$ cat src/rtl/uart_pkg.sv
// Shared constants for the UART blocks: parity modes, receiver state encoding
// and a width helper usable in parameter context.
package uart_pkg;

    localparam int PAR_NONE = 0;
    localparam int PAR_EVEN = 1;
    localparam int PAR_ODD  = 2;

    localparam logic [2:0] IDLE       = 3'd0;
    localparam logic [2:0] START      = 3'd1;
    localparam logic [2:0] DATA       = 3'd2;
    localparam logic [2:0] PARITY     = 3'd3;
    localparam logic [2:0] STOP       = 3'd4;
    localparam logic [2:0] DONE       = 3'd5;
    localparam logic [2:0] BREAK_WAIT = 3'd6;

    // Bits needed to hold 0..value-1, never less than one.
    function automatic int clog2(input int value);
        int result;
        int v;
        result = 0;
        v      = value - 1;
        while (v > 0) begin
            result = result + 1;
            v      = v >> 1;
        end
        return (result < 1) ? 1 : result;
    endfunction

endpackage

$ cat src/rtl/uart_sync2.sv
// Two-flop synchroniser for an asynchronous single-bit input; the reset value
// is chosen by the instantiator so an idle line does not look active.
module uart_sync2 #(
    parameter logic RESET_VAL = 1'b1
) (
    input  logic i_clk,
    input  logic i_rst,
    input  logic i_d,
    output logic o_q
);

    logic r_meta;
    logic r_sync;

    // NOTE: non-blocking assignments let both flops sample on the same edge,
    // giving a true two-stage chain instead of a single collapsed register.
    always_ff @(posedge i_clk) begin
        if (i_rst) begin
            r_meta <= RESET_VAL;
            r_sync <= RESET_VAL;
        end else begin
            r_meta <= i_d;
            r_sync <= r_meta;
        end
    end

    assign o_q = r_sync;

endmodule

$ cat src/rtl/uart_rx_cfg.sv
// Parametrised UART receiver: mid-bit sampling, false-start rejection, parity
// and framing checks, single-cycle valid strobe and break handling.
module uart_rx_cfg
    import uart_pkg::*;
#(
    parameter int DATA_BITS    = 8,
    parameter int CLKS_PER_BIT = 16,
    parameter int PARITY_MODE  = 0,
    parameter int STOP_BITS    = 1
) (
    input  logic                 i_clk,
    input  logic                 i_rst,
    input  logic                 i_rx,
    output logic [DATA_BITS-1:0] o_data,
    output logic                 o_valid,
    output logic                 o_parity_err,
    output logic                 o_frame_err,
    output logic                 o_busy
);

    localparam int CNT_W = clog2(CLKS_PER_BIT);
    localparam int IDX_W = clog2(DATA_BITS);

    localparam logic [CNT_W-1:0] HALF_LAST = CNT_W'(CLKS_PER_BIT / 2 - 1);
    localparam logic [CNT_W-1:0] BIT_LAST  = CNT_W'(CLKS_PER_BIT - 1);
    localparam logic [IDX_W-1:0] DATA_LAST = IDX_W'(DATA_BITS - 1);
    localparam logic [IDX_W-1:0] STOP_LAST = IDX_W'(STOP_BITS - 1);

    logic                 w_rx_s;
    logic                 w_bit_tick;
    logic [2:0]           r_state;
    logic [CNT_W-1:0]     r_cnt;
    logic [IDX_W-1:0]     r_idx;
    logic [DATA_BITS-1:0] r_shift;
    logic                 r_par_acc;
    logic                 r_par_bad;
    logic                 r_stop_bad;
    logic [DATA_BITS-1:0] r_data;
    logic                 r_valid;
    logic                 r_parity_err;
    logic                 r_frame_err;

    uart_sync2 #(.RESET_VAL(1'b1)) u_sync (
        .i_clk (i_clk),
        .i_rst (i_rst),
        .i_d   (i_rx),
        .o_q   (w_rx_s)
    );

    assign w_bit_tick = (r_cnt == BIT_LAST);

    always_ff @(posedge i_clk) begin
        if (i_rst) begin
            r_state      <= IDLE;
            r_cnt        <= '0;
            r_idx        <= '0;
            r_shift      <= '0;
            r_par_acc    <= 1'b0;
            r_par_bad    <= 1'b0;
            r_stop_bad   <= 1'b0;
            r_data       <= '0;
            r_valid      <= 1'b0;
            r_parity_err <= 1'b0;
            r_frame_err  <= 1'b0;
        end else begin
            r_valid <= 1'b0;
            if (r_state == DATA || r_state == PARITY || r_state == STOP) begin
                r_cnt <= w_bit_tick ? '0 : r_cnt + 1'b1;
            end
            case (r_state)
                IDLE: begin
                    if (!w_rx_s) begin
                        r_state <= START;
                        r_cnt   <= '0;
                    end
                end
                START: begin
                    if (r_cnt == HALF_LAST) begin
                        r_cnt <= '0;
                        if (!w_rx_s) begin
                            r_state    <= DATA;
                            r_idx      <= '0;
                            r_par_acc  <= 1'b0;
                            r_par_bad  <= 1'b0;
                            r_stop_bad <= 1'b0;
                        end else begin
                            r_state <= IDLE;
                        end
                    end else begin
                        r_cnt <= r_cnt + 1'b1;
                    end
                end
                DATA: begin
                    if (w_bit_tick) begin
                        r_shift   <= {w_rx_s, r_shift[DATA_BITS-1:1]};
                        r_par_acc <= r_par_acc ^ w_rx_s;
                        if (r_idx == DATA_LAST) begin
                            r_idx   <= '0;
                            r_state <= (PARITY_MODE != PAR_NONE) ? PARITY : STOP;
                        end else begin
                            r_idx <= r_idx + 1'b1;
                        end
                    end
                end
                PARITY: begin
                    if (w_bit_tick) begin
                        r_par_bad <= (PARITY_MODE == PAR_ODD) ? ~(r_par_acc ^ w_rx_s)
                                                              :  (r_par_acc ^ w_rx_s);
                        r_state   <= STOP;
                    end
                end
                STOP: begin
                    if (w_bit_tick) begin
                        // Results are loaded on the last stop sample so they are
                        // already visible, with o_valid, during the DONE cycle.
                        if (r_idx == STOP_LAST) begin
                            r_state      <= DONE;
                            r_data       <= r_shift;
                            r_valid      <= 1'b1;
                            r_parity_err <= r_par_bad;
                            r_frame_err  <= r_stop_bad | ~w_rx_s;
                        end else begin
                            r_idx      <= r_idx + 1'b1;
                            r_stop_bad <= r_stop_bad | ~w_rx_s;
                        end
                    end
                end
                DONE: begin
                    r_state <= r_frame_err ? BREAK_WAIT : IDLE;
                end
                BREAK_WAIT: begin
                    if (w_rx_s) begin
                        r_state <= IDLE;
                    end
                end
                default: r_state <= IDLE;
            endcase
        end
    end

    assign o_data       = r_data;
    assign o_valid      = r_valid;
    assign o_parity_err = r_parity_err;
    assign o_frame_err  = r_frame_err;
    assign o_busy       = (r_state != IDLE);

endmodule
$ cat config.mk
export PLATFORM = sky130hd
export DESIGN_NAME = uart_rx_cfg
export DESIGN_NICKNAME = d
export VERILOG_FILES = /design/src/rtl/uart_pkg.sv /design/src/rtl/uart_sync2.sv /design/src/rtl/uart_rx_cfg.sv
export SDC_FILE = /design/constraint.sdc
export NUM_CORES = 1
export LEC_CHECK = 0
export CORE_ASPECT_RATIO = 1.25
export CORE_MARGIN = 1
export CORE_UTILIZATION = 30
export CTS_CLUSTER_DIAMETER = 40
export DETAILED_ROUTE_END_ITERATION = 8
export SYNTH_ARGS = -nofsm -noshare
export SYNTH_HDL_FRONTEND = slang
export SYNTH_SLANG_ARGS = --single-unit
$ cat constraint.sdc
create_clock -name i_clk -period 3.15 [get_ports i_clk]
set_clock_uncertainty 0.1 [all_clocks]
set_input_delay 0.945 -clock i_clk [delete_from_list [all_inputs] [get_ports i_clk]]
set_output_delay 0.945 -clock i_clk [all_outputs]
set_load 0.01 [all_outputs]
==> flow_summary.ini <==
[worst_setup_path]
cp.required_ps = 2100
path_class = reg -> out
critical_path_arrival_ps = 1460
setup.worst_path.end_class = output pin
cp-start-kind = flip-flop
path_max_fanout = 2

[synthesis]
synth_area_um2 = 1730
ys_warn_count = 0
synth_cells = 193
synthArstFlopShare_pct = 0
syn_avg_cell_area_um2 = 8.95
yosys.cell_types.count = 49
ys_seq_area_share_pct = 39.4
synth-seq-cells = 34
syn_nets = 200
synth_edf_count = 0
synthFlopType = dfxtp_1

[routing]
wirelength_mm = 3.69
first_pass_iters = 4
via_count = 1435
drtIter0Drc = 41
drt-wirelength-per-cell_um = 13.6
routed_via_density = 5.30
ant_nets = 0
remaining_drc_errors = 0

[clock_tree]
worst_skew_pair.late_latency_ps = 290
postCtsHoldBufs = 0
htree_levels = 2
cts_tree = done
cts_num_sinks = 34
cts_resized = 0
cts_setup_buffers = 0
clock_path_buffers = 2
clock-root-buffer = clkbuf_8
cts_buffers = 5
clk_pin_slew_worst_paths_ps = 70

[sta]
hold_violations = 0
fmax_mhz = 399
timing.final.crit_share_pct = 79.6
tns_ps = 0
final-setup-viol-count = 0
worst_pin_slew_ps = 587
min_period_ps = 2510
slew_headroom_pct = 60.6
worst_slack_ps = 644
rsz0062_at_grt = false
final_max_slew_viol_count = 0

[global_route]
antenna_found_initial = 0
grt.met3_usage_pct = 3.24
busiest_layer = met2
grt_usage_pct = 12.9
use_met1_pct = 16.8
grt_max_degree = 27
grt.met2_usage_pct = 20.1
gr-total-overflow = 0
grt_pass1_wl_mm = 6.30
grt_pass1_vias = 1338

[placement]
placed_cell_area_um2 = 1930
io_buffers = 14
pre_cts_ws_ps = 794
gp_congestion = 0.775
place_hpwl_mm = 2.43

[die]
ioPinCount = 15
die_w_um = 69.9
coreArea_um2 = 5480
die_area_um2 = 6070
die_h_um = 86.9
start_util_pct = 31.5
rows = 30

[finish]
fin_util_pct = 37.8
nFillCells = 571
synthToLayoutAreaGrowth_pct = 19.9
drive_above_1_share_pct = 10.6
final_nets = 213
n_antenna_cell = 0
design_area_um2 = 2070

[min_path]
hp-class = reg -> reg

[flow_run]
drv_cap = 0

[run_status]
status = complete, no violations

[pwr]
vdd_drop_max_uv = 376
leakage_uw = 0.000782
power.density_nw_per_um2 = 473
==> power breakdown <==
part           internal (uW)  total [uW]  switching, uW
clock                    338         497            159
combinational           20.5        46.8           26.4
sequential               433         437           4.09
total                    791         981            190
==> layer usage <==
layer / part of all wire [%] / wire length [um]
met1: 49 / 1800
met2: 46 / 1680
met3: 4.3 / 160
met4: 1.4 / 51
met5: 0 / 0
==> cell usage after synthesis, types with 2 or more instances <==
cell type,n,share of area (%)
a211oi_1,5,2.2
a21boi_0,2,0.87
a21oi_1,8,2.3
a311oi_1,3,1.5
a31oi_1,2,0.72
buf_2,6,1.7
buf_4,2,0.87
clkbuf_1,7,1.5
dfxtp_1,34,39
ha_1,4,2.9
inv_1,3,0.65
mux2i_1,21,12
nand2_1,5,1.1
nand2b_1,11,4.0
nand3_1,6,1.7
nor2_1,24,5.2
nor2b_1,4,1.4
nor3_1,3,0.87
nor3b_1,2,0.87
nor4_1,2,0.72
o21ai_0,5,1.4
o31ai_1,3,1.3
or2_2,2,0.72
or3_1,2,0.72
or4b_1,2,1.2
xor2_1,2,1.0
==> per-stage QoR <==
step / cells / power (uW) / hold slack, ps
finish: 271 / 981 / 310
global route: 271 / 1020 / 320
CTS: 271 / 995 / 311
detailed placement: 263 / 493 / 296
global placement: 263 / 494 / 292
floorplan: 193 / 479 / 289
==> cell usage in the layout (no fill, tap or decap), types with 2 or more instances in the layout <==
| cell type | n |
|---|---|
| nand2_1 | 5 |
| buf_4 | 7 |
| ha_1 | 4 |
| o21ai_0 | 5 |
| or3_1 | 2 |
| mux2i_1 | 21 |
| nand2b_1 | 11 |
| nor2b_1 | 4 |
| nor4_1 | 2 |
| xor2_1 | 2 |
| or2_2 | 2 |
| a31oi_1 | 2 |
| inv_1 | 3 |
| o31ai_1 | 3 |
| nor3_1 | 3 |
| a21oi_1 | 8 |
| a211oi_1 | 5 |
| a311oi_1 | 3 |
| nor2_1 | 24 |
| dfxtp_1 | 34 |
| nand3_1 | 6 |
| a21boi_0 | 2 |
| bufinv_16 | 2 |
| clkbuf_8 | 6 |
| nor3b_1 | 2 |
| clkdlybuf4s50_1 | 14 |
| or4b_1 | 2 |
==> kinds of logic after synthesis <==
family,Yosys count,share of synthesized area [%]
XOR/XNOR,3,1.52
flip-flops,34,39.4
AND/OR/NAND/NOR,72,22.5
adder cells (fa/ha/maj),4,2.90
multiplexers,22,12.8
buffers and inverters,18,4.78
AO/OA/AOI/OAI,40,16.1
==> worst max-delay path: stages (launching register included) <==
cell and delay [ps]:
dfxtp_1 310, or3_1 380, clkdlybuf4s50_1 480
==> state kept, by name (all words and copies together) (netlist names), 3 cells and up <==
name / count
r_idx: 3
o_data: 8
r_shift: 8
r_cnt: 4
r_state: 3
==> worst paths after layout <==
| kind | startpoint | endpoint | slack (ps) | cells past startpoint |
|---|---|---|---|---|
| max | r_state[0] | o_busy | 640 | 2 |
| min | u_sync.r_meta | u_sync.o_q | 310 | 1 |
| max reg2reg | r_cnt[0] | o_data[4] | 990 | 6 |
| min reg2reg | u_sync.r_meta | u_sync.o_q | 310 | 1 |
==> final cells by class <==
type,count,area [um2],share of cell area [%]
Clock buffer,6,82.6,3.99
Clock inverter,2,60.1,2.90
Inverter,3,11.3,0.543
Multi-Input combinational cell,141,965,46.6
Sequential cell,34,681,32.9
Tap cell,64,80.1,3.86
Timing Repair Buffer,21,193,9.30
Power figures use the tool's default switching activity.
